==> config.mk <==
export PLATFORM = sky130hd
export DESIGN_NAME = uart_rx_nibble
export DESIGN_NICKNAME = d
export VERILOG_FILES = /design/src/rtl/uart_rx_nibble.sv
export SDC_FILE = /design/constraint.sdc
export NUM_CORES = 1
export LEC_CHECK = 0
export CORE_UTILIZATION = 61
export DETAILED_ROUTE_END_ITERATION = 10
export GPL_TIMING_DRIVEN = 0
export PLACE_DENSITY = 0.91
export SLEW_MARGIN = 10
export SYNTH_ARGS = -nofsm -noshare
export SYNTH_HDL_FRONTEND = slang
export SYNTH_SLANG_ARGS = --single-unit
==> constraint.sdc <==
create_clock -name clk -period 4.9 [get_ports clk]
set_clock_uncertainty 0.2 [all_clocks]
set_input_delay 0.98 -clock clk [delete_from_list [all_inputs] [get_ports clk]]
set_output_delay 0.98 -clock clk [all_outputs]
set_load 0.005 [all_outputs]
==> src/rtl/uart_rx_nibble.sv <==
// UART 8N1 receiver front end. Deserialises frames from the asynchronous rx
// pin, holds one byte and presents it to the host a nibble at a time, low
// nibble first. Sticky flags report framing errors and dropped bytes.
//
// state | meaning
// IDLE  | line idle, waiting for a start-bit falling edge
// START | timing to mid start bit to confirm it (glitch reject)
// DATA  | sampling 8 data bits at mid-bit, LSB first
// STOP  | sampling the stop bit, then straight back to IDLE
module uart_rx_nibble #(
  parameter int CLKS_PER_BIT = 87
) (
  input  logic       clk,
  input  logic       reset,
  input  logic       rx,
  input  logic       rd_nibble,
  input  logic       clr_err,
  output logic [3:0] data_out,
  output logic       data_valid,
  output logic       busy,
  output logic       frame_err,
  output logic       overrun
);

  localparam int CW = (CLKS_PER_BIT > 1) ? $clog2(CLKS_PER_BIT) : 1;
  localparam logic [CW-1:0] HALF_M1 = CW'(CLKS_PER_BIT / 2 - 1);
  localparam logic [CW-1:0] LAST    = CW'(CLKS_PER_BIT - 1);

  typedef enum logic [1:0] {IDLE, START, DATA, STOP} state_t;

  state_t        state, state_nx;
  logic [CW-1:0] cnt, cnt_nx;
  logic [2:0]    bit_cnt, bit_nx;
  logic [7:0]    shreg, shreg_nx;
  logic          sync1, rxs;
  logic          stop_ok, stop_bad;
  logic [7:0]    hold;
  logic          nib_sel;

  // Two-flop synchronizer for the asynchronous rx pin; resets to line-idle.
  always_ff @(posedge clk) begin
    if (reset) begin
      sync1 <= 1'b1;
      rxs   <= 1'b1;
    end else begin
      sync1 <= rx;
      rxs   <= sync1;
    end
  end

  // Receive FSM and timing counters register.
  always_ff @(posedge clk) begin
    if (reset) begin
      state   <= IDLE;
      cnt     <= '0;
      bit_cnt <= '0;
      shreg   <= '0;
    end else begin
      state   <= state_nx;
      cnt     <= cnt_nx;
      bit_cnt <= bit_nx;
      shreg   <= shreg_nx;
    end
  end

  // Next-state, counter and sampling decisions.
  always_comb begin
    state_nx = state;
    cnt_nx   = cnt;
    bit_nx   = bit_cnt;
    shreg_nx = shreg;
    stop_ok  = 1'b0;
    stop_bad = 1'b0;
    case (state)
      IDLE: begin
        bit_nx = '0;
        if (!rxs) begin
          state_nx = START;
          cnt_nx   = '0;
        end
      end
      START: begin
        if (cnt == HALF_M1) begin
          cnt_nx   = '0;
          state_nx = rxs ? IDLE : DATA;
        end else begin
          cnt_nx = cnt + 1'b1;
        end
      end
      DATA: begin
        if (cnt == LAST) begin
          cnt_nx   = '0;
          shreg_nx = {rxs, shreg[7:1]};
          bit_nx   = bit_cnt + 3'd1;
          if (bit_cnt == 3'd7) state_nx = STOP;
        end else begin
          cnt_nx = cnt + 1'b1;
        end
      end
      STOP: begin
        if (cnt == LAST) begin
          cnt_nx   = '0;
          state_nx = IDLE;
          stop_ok  = rxs;
          stop_bad = !rxs;
        end else begin
          cnt_nx = cnt + 1'b1;
        end
      end
      default: state_nx = IDLE;
    endcase
  end

  // Holding register, nibble unload and sticky flags. A completing byte may
  // load in the same cycle as the read that empties the register.
  always_ff @(posedge clk) begin
    if (reset) begin
      hold       <= '0;
      data_valid <= 1'b0;
      nib_sel    <= 1'b0;
      frame_err  <= 1'b0;
      overrun    <= 1'b0;
    end else begin
      if (clr_err) begin
        frame_err <= 1'b0;
        overrun   <= 1'b0;
      end
      if (rd_nibble && data_valid) begin
        if (nib_sel) begin
          data_valid <= 1'b0;
          nib_sel    <= 1'b0;
        end else begin
          nib_sel <= 1'b1;
        end
      end
      if (stop_ok) begin
        if (!data_valid || (rd_nibble && nib_sel)) begin
          hold       <= shreg;
          data_valid <= 1'b1;
          nib_sel    <= 1'b0;
        end else begin
          overrun <= 1'b1;
        end
      end
      if (stop_bad) frame_err <= 1'b1;
    end
  end

  assign busy     = (state != IDLE);
  assign data_out = !data_valid ? 4'h0 : (nib_sel ? hold[7:4] : hold[3:0]);

endmodule

[Yosys cells after proc, flatten, opt, wreduce, memory -nomap -nowiden]
Index checks and enable logic that the tools add are counted.
Word-level totals
  latch bits: 0
  output and inout port bits: 8
  memory bits (writable): 0
  memory bits (read-only): 0
  flip-flop bits (word level): 34
  memories: 0
Cells by class
  multiplexer cells: 32
  bitwise gates (word level): 0
  order comparisons: 0
  div/mod/pow operators: 0
  reductions and logical operators: 14
  multiply operators: 0
  eq/ne operators: 11
  shifts and indexed selects: 0
  $add $sub $neg: 2
Operator list (count)
  two-way mux 7 bit: 3
  one-hot mux 7 bit (3 select lines): 1
  two-way mux 1 bit: 17
  two-way mux 2 bit: 6
  inequality test 2 bit (second input constant): 5
  two-way mux 4 bit: 2
  one-hot mux 2 bit (4 select lines): 1
  adder 7 x 1 -> 7 bit (second input constant): 1
  equality test 7 x 6 -> 1 bit (second input constant): 1
  equality test 7 bit (second input constant): 1
  one-hot mux 3 bit (2 select lines): 1
  AND reduction 2 bit: 3
  nonzero test 2 bit: 3
  AND reduction 5 bit: 1
  equality test 2 bit (second input constant): 2
  adder 3 x 1 -> 3 bit (second input constant): 1
  equality test 3 bit (second input constant): 1
  two-way mux 3 bit: 1
  equality test 2 x 1 -> 1 bit (second input constant): 1
  logical AND 1 bit: 2
  zero test 1 bit: 2
  zero test 2 bit: 1
  OR reduction 2 bit: 1
  logical OR 1 bit: 1

[Longest topological paths before layout]
  word-level depth: 4
  mapped depth: 7

[Least setup slack after synthesis]
No wires, ideal clock.
  kind: input port to flip-flop
  start: input rd_nibble
  end: register hold[0]
  path buffers: 0
  cell stages on the path: 4
  setup slack: 2.561 ns
  setup time: 0.128 ns
  arrival: 2.011 ns
  required time: 4.572 ns
  cells stage by stage: nand2_1 a2111oi_4 mux2i_1 nor2_1
On the way
  word-level cells in the longest chain between the ends: 3
Ends and longest elaborated chain
  start: declaration: line 16  | input logic rd_nibble,
  logical AND 1 bit: line 137  | if (!data_valid || (rd_nibble && nib_sel)) begin
  logical OR 1 bit: line 137
  AND reduction 2 bit (no line)
  end signal: assignment: line 138  | hold <= shreg;
  end: declaration: line 37  | logic [7:0] hold;
Every way passes these cells.
A chain may end at the register's enable or synchronous reset.

[Final worst setup path]
  start: register data_valid
  end: output data_out[2]
On the way
  word-level cells in the longest chain between the ends: 1
Ends and longest elaborated chain
  start: declaration: line 19  | output logic data_valid,
  start signal: assignment: line 119  | data_valid <= 1'b0;
  start signal: assignment: line 130  | data_valid <= 1'b0;
  start signal: assignment: line 139  | data_valid <= 1'b1;
  two-way mux 4 bit: line 150  | assign data_out = !data_valid ? 4'h0 : (nib_sel ? hold[7:4] : hold[3:0]);
  end: declaration: line 18  | output logic [3:0] data_out,
Every way passes these cells.

==> impl_metrics.xml <==
<?xml version="1.0" encoding="UTF-8"?>
<metrics>
  <group name="status">
    <metric name="status" unit="">finished clean</metric>
  </group>
  <group name="global_route">
    <metric name="pin_count_of_the_biggest_net_entering_global_routing" unit="">13</metric>
    <metric name="overflow" unit="">0</metric>
    <metric name="via_count_of_the_first_global_routing_pass" unit="">1168</metric>
    <metric name="first_pass_grt_wire_length" unit="um">5190</metric>
    <metric name="antenna_found_initial" unit="">0</metric>
    <metric name="grt_use_total" unit="">0.271</metric>
  </group>
  <group name="logic_synthesis">
    <metric name="yosysWarnings" unit="">0</metric>
    <metric name="post_synth.cell_area_avg" unit="um2">9.05</metric>
    <metric name="synthCells" unit="">177</metric>
    <metric name="synth-seq-area-share" unit="">0.425</metric>
    <metric name="yosys.cell_types.count" unit="">38</metric>
    <metric name="synth_area" unit="um2">1600</metric>
    <metric name="yosys_register_bits" unit="">34</metric>
    <metric name="syn_nets" unit="">186</metric>
  </group>
  <group name="hold_path">
    <metric name="worst_hold_path_ep" unit="">rxs</metric>
    <metric name="min_path_cells" unit="">1</metric>
    <metric name="hold_path.class" unit="">reg -&gt; reg</metric>
    <metric name="worstHoldStart" unit="">sync1</metric>
  </group>
  <group name="timing">
    <metric name="max-slew-margin-rel" unit="">0.446</metric>
    <metric name="fmaxAchievable" unit="MHz">360</metric>
    <metric name="unrepaired_setup_endpoints_after_global_routing" unit="">no</metric>
    <metric name="timing_hold_violations_final" unit="">0</metric>
    <metric name="slew_violations" unit="">0</metric>
    <metric name="layout_worst_path_cycle_share" unit="">0.567</metric>
    <metric name="timing.final.setup_violations" unit="">0</metric>
    <metric name="fin_tns_setup" unit="ns">0</metric>
    <metric name="final.min_clock_period" unit="ns">2.78</metric>
    <metric name="worst_pin_slew" unit="ns">0.832</metric>
  </group>
  <group name="floorplanning">
    <metric name="ioPinCount" unit="">13</metric>
    <metric name="initial_core_util" unit="">0.646</metric>
    <metric name="die_w" unit="um">53.2</metric>
    <metric name="floorplan.die_area" unit="um2">2830</metric>
    <metric name="die_h" unit="um">53.2</metric>
    <metric name="placeableCoreArea" unit="um2">2480</metric>
    <metric name="std_cell_rows" unit="">18</metric>
  </group>
  <group name="route">
    <metric name="first_pass_iters" unit="">4</metric>
    <metric name="avgViaCountPerCell" unit="">5.92</metric>
    <metric name="via_count" unit="">1338</metric>
    <metric name="detail-route-antenna-nets" unit="">0</metric>
    <metric name="postRouteWirelength" unit="um">3550</metric>
    <metric name="detail_route.drc_violations" unit="">0</metric>
    <metric name="wl_per_cell" unit="um">15.7</metric>
    <metric name="drt_first_iter_violations" unit="">53</metric>
  </group>
  <group name="clocking">
    <metric name="clk_path_buf_depth" unit="">2</metric>
    <metric name="tritoncts_num_sinks" unit="">34</metric>
    <metric name="post_cts.resized_instances" unit="">0</metric>
    <metric name="h-tree-depth" unit="">2</metric>
    <metric name="worstSkewPairLatency" unit="ns">0.34</metric>
    <metric name="clockRootBuffer" unit="">sky130_fd_sc_hd__clkbuf_4</metric>
    <metric name="number_of_buffers_inserted_by_post_cts_setup_repair" unit="">0</metric>
    <metric name="clk_pin_slew" unit="ns">0.11</metric>
    <metric name="cts_buffers" unit="">5</metric>
    <metric name="tritoncts" unit="">built</metric>
    <metric name="post_cts_hold_buffer_count" unit="">0</metric>
  </group>
  <group name="finish">
    <metric name="sequential_cell_area" unit="um2">681</metric>
    <metric name="num-fill-cells" unit="">173</metric>
    <metric name="antenna-diode-count" unit="">0</metric>
    <metric name="multi_input_comb_area" unit="um2">855</metric>
    <metric name="areaGrowthSynthToFinish" unit="%">15.9</metric>
    <metric name="final_layout_size_suffix_gt1_frac" unit="">0.0969</metric>
    <metric name="mostFrequentLayoutCell" unit="">sky130_fd_sc_hd__dfxtp_1</metric>
    <metric name="layout.nets" unit="">204</metric>
    <metric name="final_cell_mix" unit="">sky130_fd_sc_hd__dfxtp_1 (34), sky130_fd_sc_hd__mux2i_1 (21), sky130_fd_sc_hd__nor2_1 (20), sky130_fd_sc_hd__nand2_1 (19), sky130_fd_sc_hd__a21oi_1 (12)</metric>
    <metric name="finish.utilization" unit="">0.749</metric>
  </group>
  <group name="critical_path">
    <metric name="worst_r2r_path_depth" unit="">6</metric>
    <metric name="reg2reg_from" unit="">cnt[0]</metric>
    <metric name="endpoint_kind" unit="">output pin</metric>
    <metric name="timing.critical_path.arrival" unit="ns">1.60</metric>
    <metric name="required" unit="ns">3.72</metric>
    <metric name="worst_setup_path_start_kind" unit="">register</metric>
    <metric name="setup.reg_to_reg.worst_slack" unit="ns">2.67</metric>
    <metric name="critical_path.reg2reg.endpoint" unit="">hold[5]</metric>
    <metric name="critPathMaxFanout" unit="">9</metric>
    <metric name="timing_worst_setup_path_type" unit="">reg -&gt; out</metric>
  </group>
  <group name="power">
    <metric name="p_int" unit="uW">445</metric>
    <metric name="power.density" unit="nW/um2">301</metric>
    <metric name="switchingPower" unit="uW">113</metric>
    <metric name="switching_share" unit="">0.203</metric>
    <metric name="combPwrFrac" unit="">0.034</metric>
    <metric name="power.sequential.fraction" unit="">0.501</metric>
    <metric name="power.static_leakage" unit="uW">0.000605</metric>
    <metric name="power.share.clock" unit="">0.465</metric>
    <metric name="power.ir.vdd_worst" unit="mV">0.297</metric>
  </group>
  <group name="flow_run">
    <metric name="max-cap-violations" unit="">0</metric>
  </group>
  <group name="place">
    <metric name="placement.io_buffers" unit="">11</metric>
    <metric name="hpwlAfterDp" unit="um">2540</metric>
    <metric name="finalWeightedCongestion" unit="">0.844</metric>
  </group>
</metrics>
==> through the flow <==
stage / instance area [um2] / power (uW) / worst slack (ns) / hold WS (ns) / instances
3_3_place_gp: 1750 / 304 / 1.91 / 0.200 / 218
4_1_cts: 1860 / 563 / 2.10 / 0.267 / 226
5_1_grt: 1860 / 574 / 2.04 / 0.284 / 226
2_1_floorplan: 1600 / 297 / 2.56 / 0.189 / 177
3_5_place_dp: 1750 / 305 / 1.80 / 0.200 / 218
6_report: 1860 / 558 / 2.12 / 0.266 / 226
==> metal layers <==
layer,global-route usage,vias up,part of all wire
li1,-,661,-
met1,0.276,618,0.40
met2,0.485,52,0.52
met3,0.0891,7,0.054
met4,0.136,0,0.019
met5,0,-,0
==> kinds of logic (layout without fill, tap and decap cells) <==
logic type	Yosys count	count (layout)	synth area share
compound gates	31	31	0.137
flops	34	34	0.425
fa+ha+maj	4	4	0.0313
xor+xnor	1	1	0.00547
simple gates	72	72	0.229
buf+inv	14	33	0.0414
mux	21	21	0.131
==> synth_stat cells (all sizes together) <==
library cell / instances / area share
ha: 4 / 0.031
buf: 4 / 0.018
and3: 1 / 0.0039
nand4bb: 1 / 0.0070
nand4b: 1 / 0.0055
nand2b: 2 / 0.0078
o21a: 2 / 0.0094
o22ai: 8 / 0.031
a2111oi: 1 / 0.017
or3: 2 / 0.0078
nor3: 5 / 0.016
a21oi: 12 / 0.038
nor4bb: 1 / 0.0063
and4bb: 1 / 0.0078
a31oi: 1 / 0.0078
a22oi: 1 / 0.0047
clkbuf: 5 / 0.012
a211oi: 1 / 0.0047
xor2: 1 / 0.0055
o21ai: 2 / 0.0063
dfxtp: 34 / 0.42
or2: 2 / 0.0078
nor2b: 8 / 0.031
mux2i: 21 / 0.13
nand2: 19 / 0.045
o32a: 1 / 0.0063
o21bai: 1 / 0.0047
or2b: 1 / 0.0047
and2: 2 / 0.0078
nor2: 20 / 0.047
o221a: 1 / 0.0070
inv: 5 / 0.012
nand3b: 1 / 0.0047
nor4: 1 / 0.0039
nand3: 4 / 0.016
==> cell type report <==
class | instances | area share
clock buffer | 5 | 0.0202
inverter | 5 | 0.0101
clock inverter | 3 | 0.0371
tap | 30 | 0.0202
multi-input combinational | 129 | 0.461
buffer | 9 | 0.0256
sequential | 34 | 0.367
timing repair buffer | 11 | 0.0593
==> worst max path at each step <==
stage,startpoint,endpoint,cells past startpoint
5_1_grt,data_valid,data_out[2],2
4_1_cts,data_valid,data_out[2],2
2_1_floorplan,rd_nibble,hold[0],4
6_report,data_valid,data_out[2],2
3_5_place_dp,rd_nibble,hold[5],5
3_3_place_gp,rd_nibble,hold[1],5
==> power groups by stage <==
stage	clock, uW	combinational, uW	sequential [uW]
detailed placement	0	18.9	286
finish	259	19.2	280
CTS	264	19.1	280
global route	273	20.8	280
global placement	0	18.0	286
floorplan	0	11.9	285
==> critical path, cell delays in order, from the launching register on <==
cell and delay [ns]:
sky130_fd_sc_hd__dfxtp_1 0.55, sky130_fd_sc_hd__nor2b_1 0.20, sky130_fd_sc_hd__clkdlybuf4s50_1 0.51
==> state kept, by name, indices dropped and copies added, names as in the netlist, named ones only <==
signal	cells
bit_cnt	3
frame_err	1
hold	8
shreg	8
sync1	1
overrun	1
state	1
cnt	7
nib_sel	1
data_valid	1
rxs	1
Note: power is estimated with default switching activity, not from simulation.
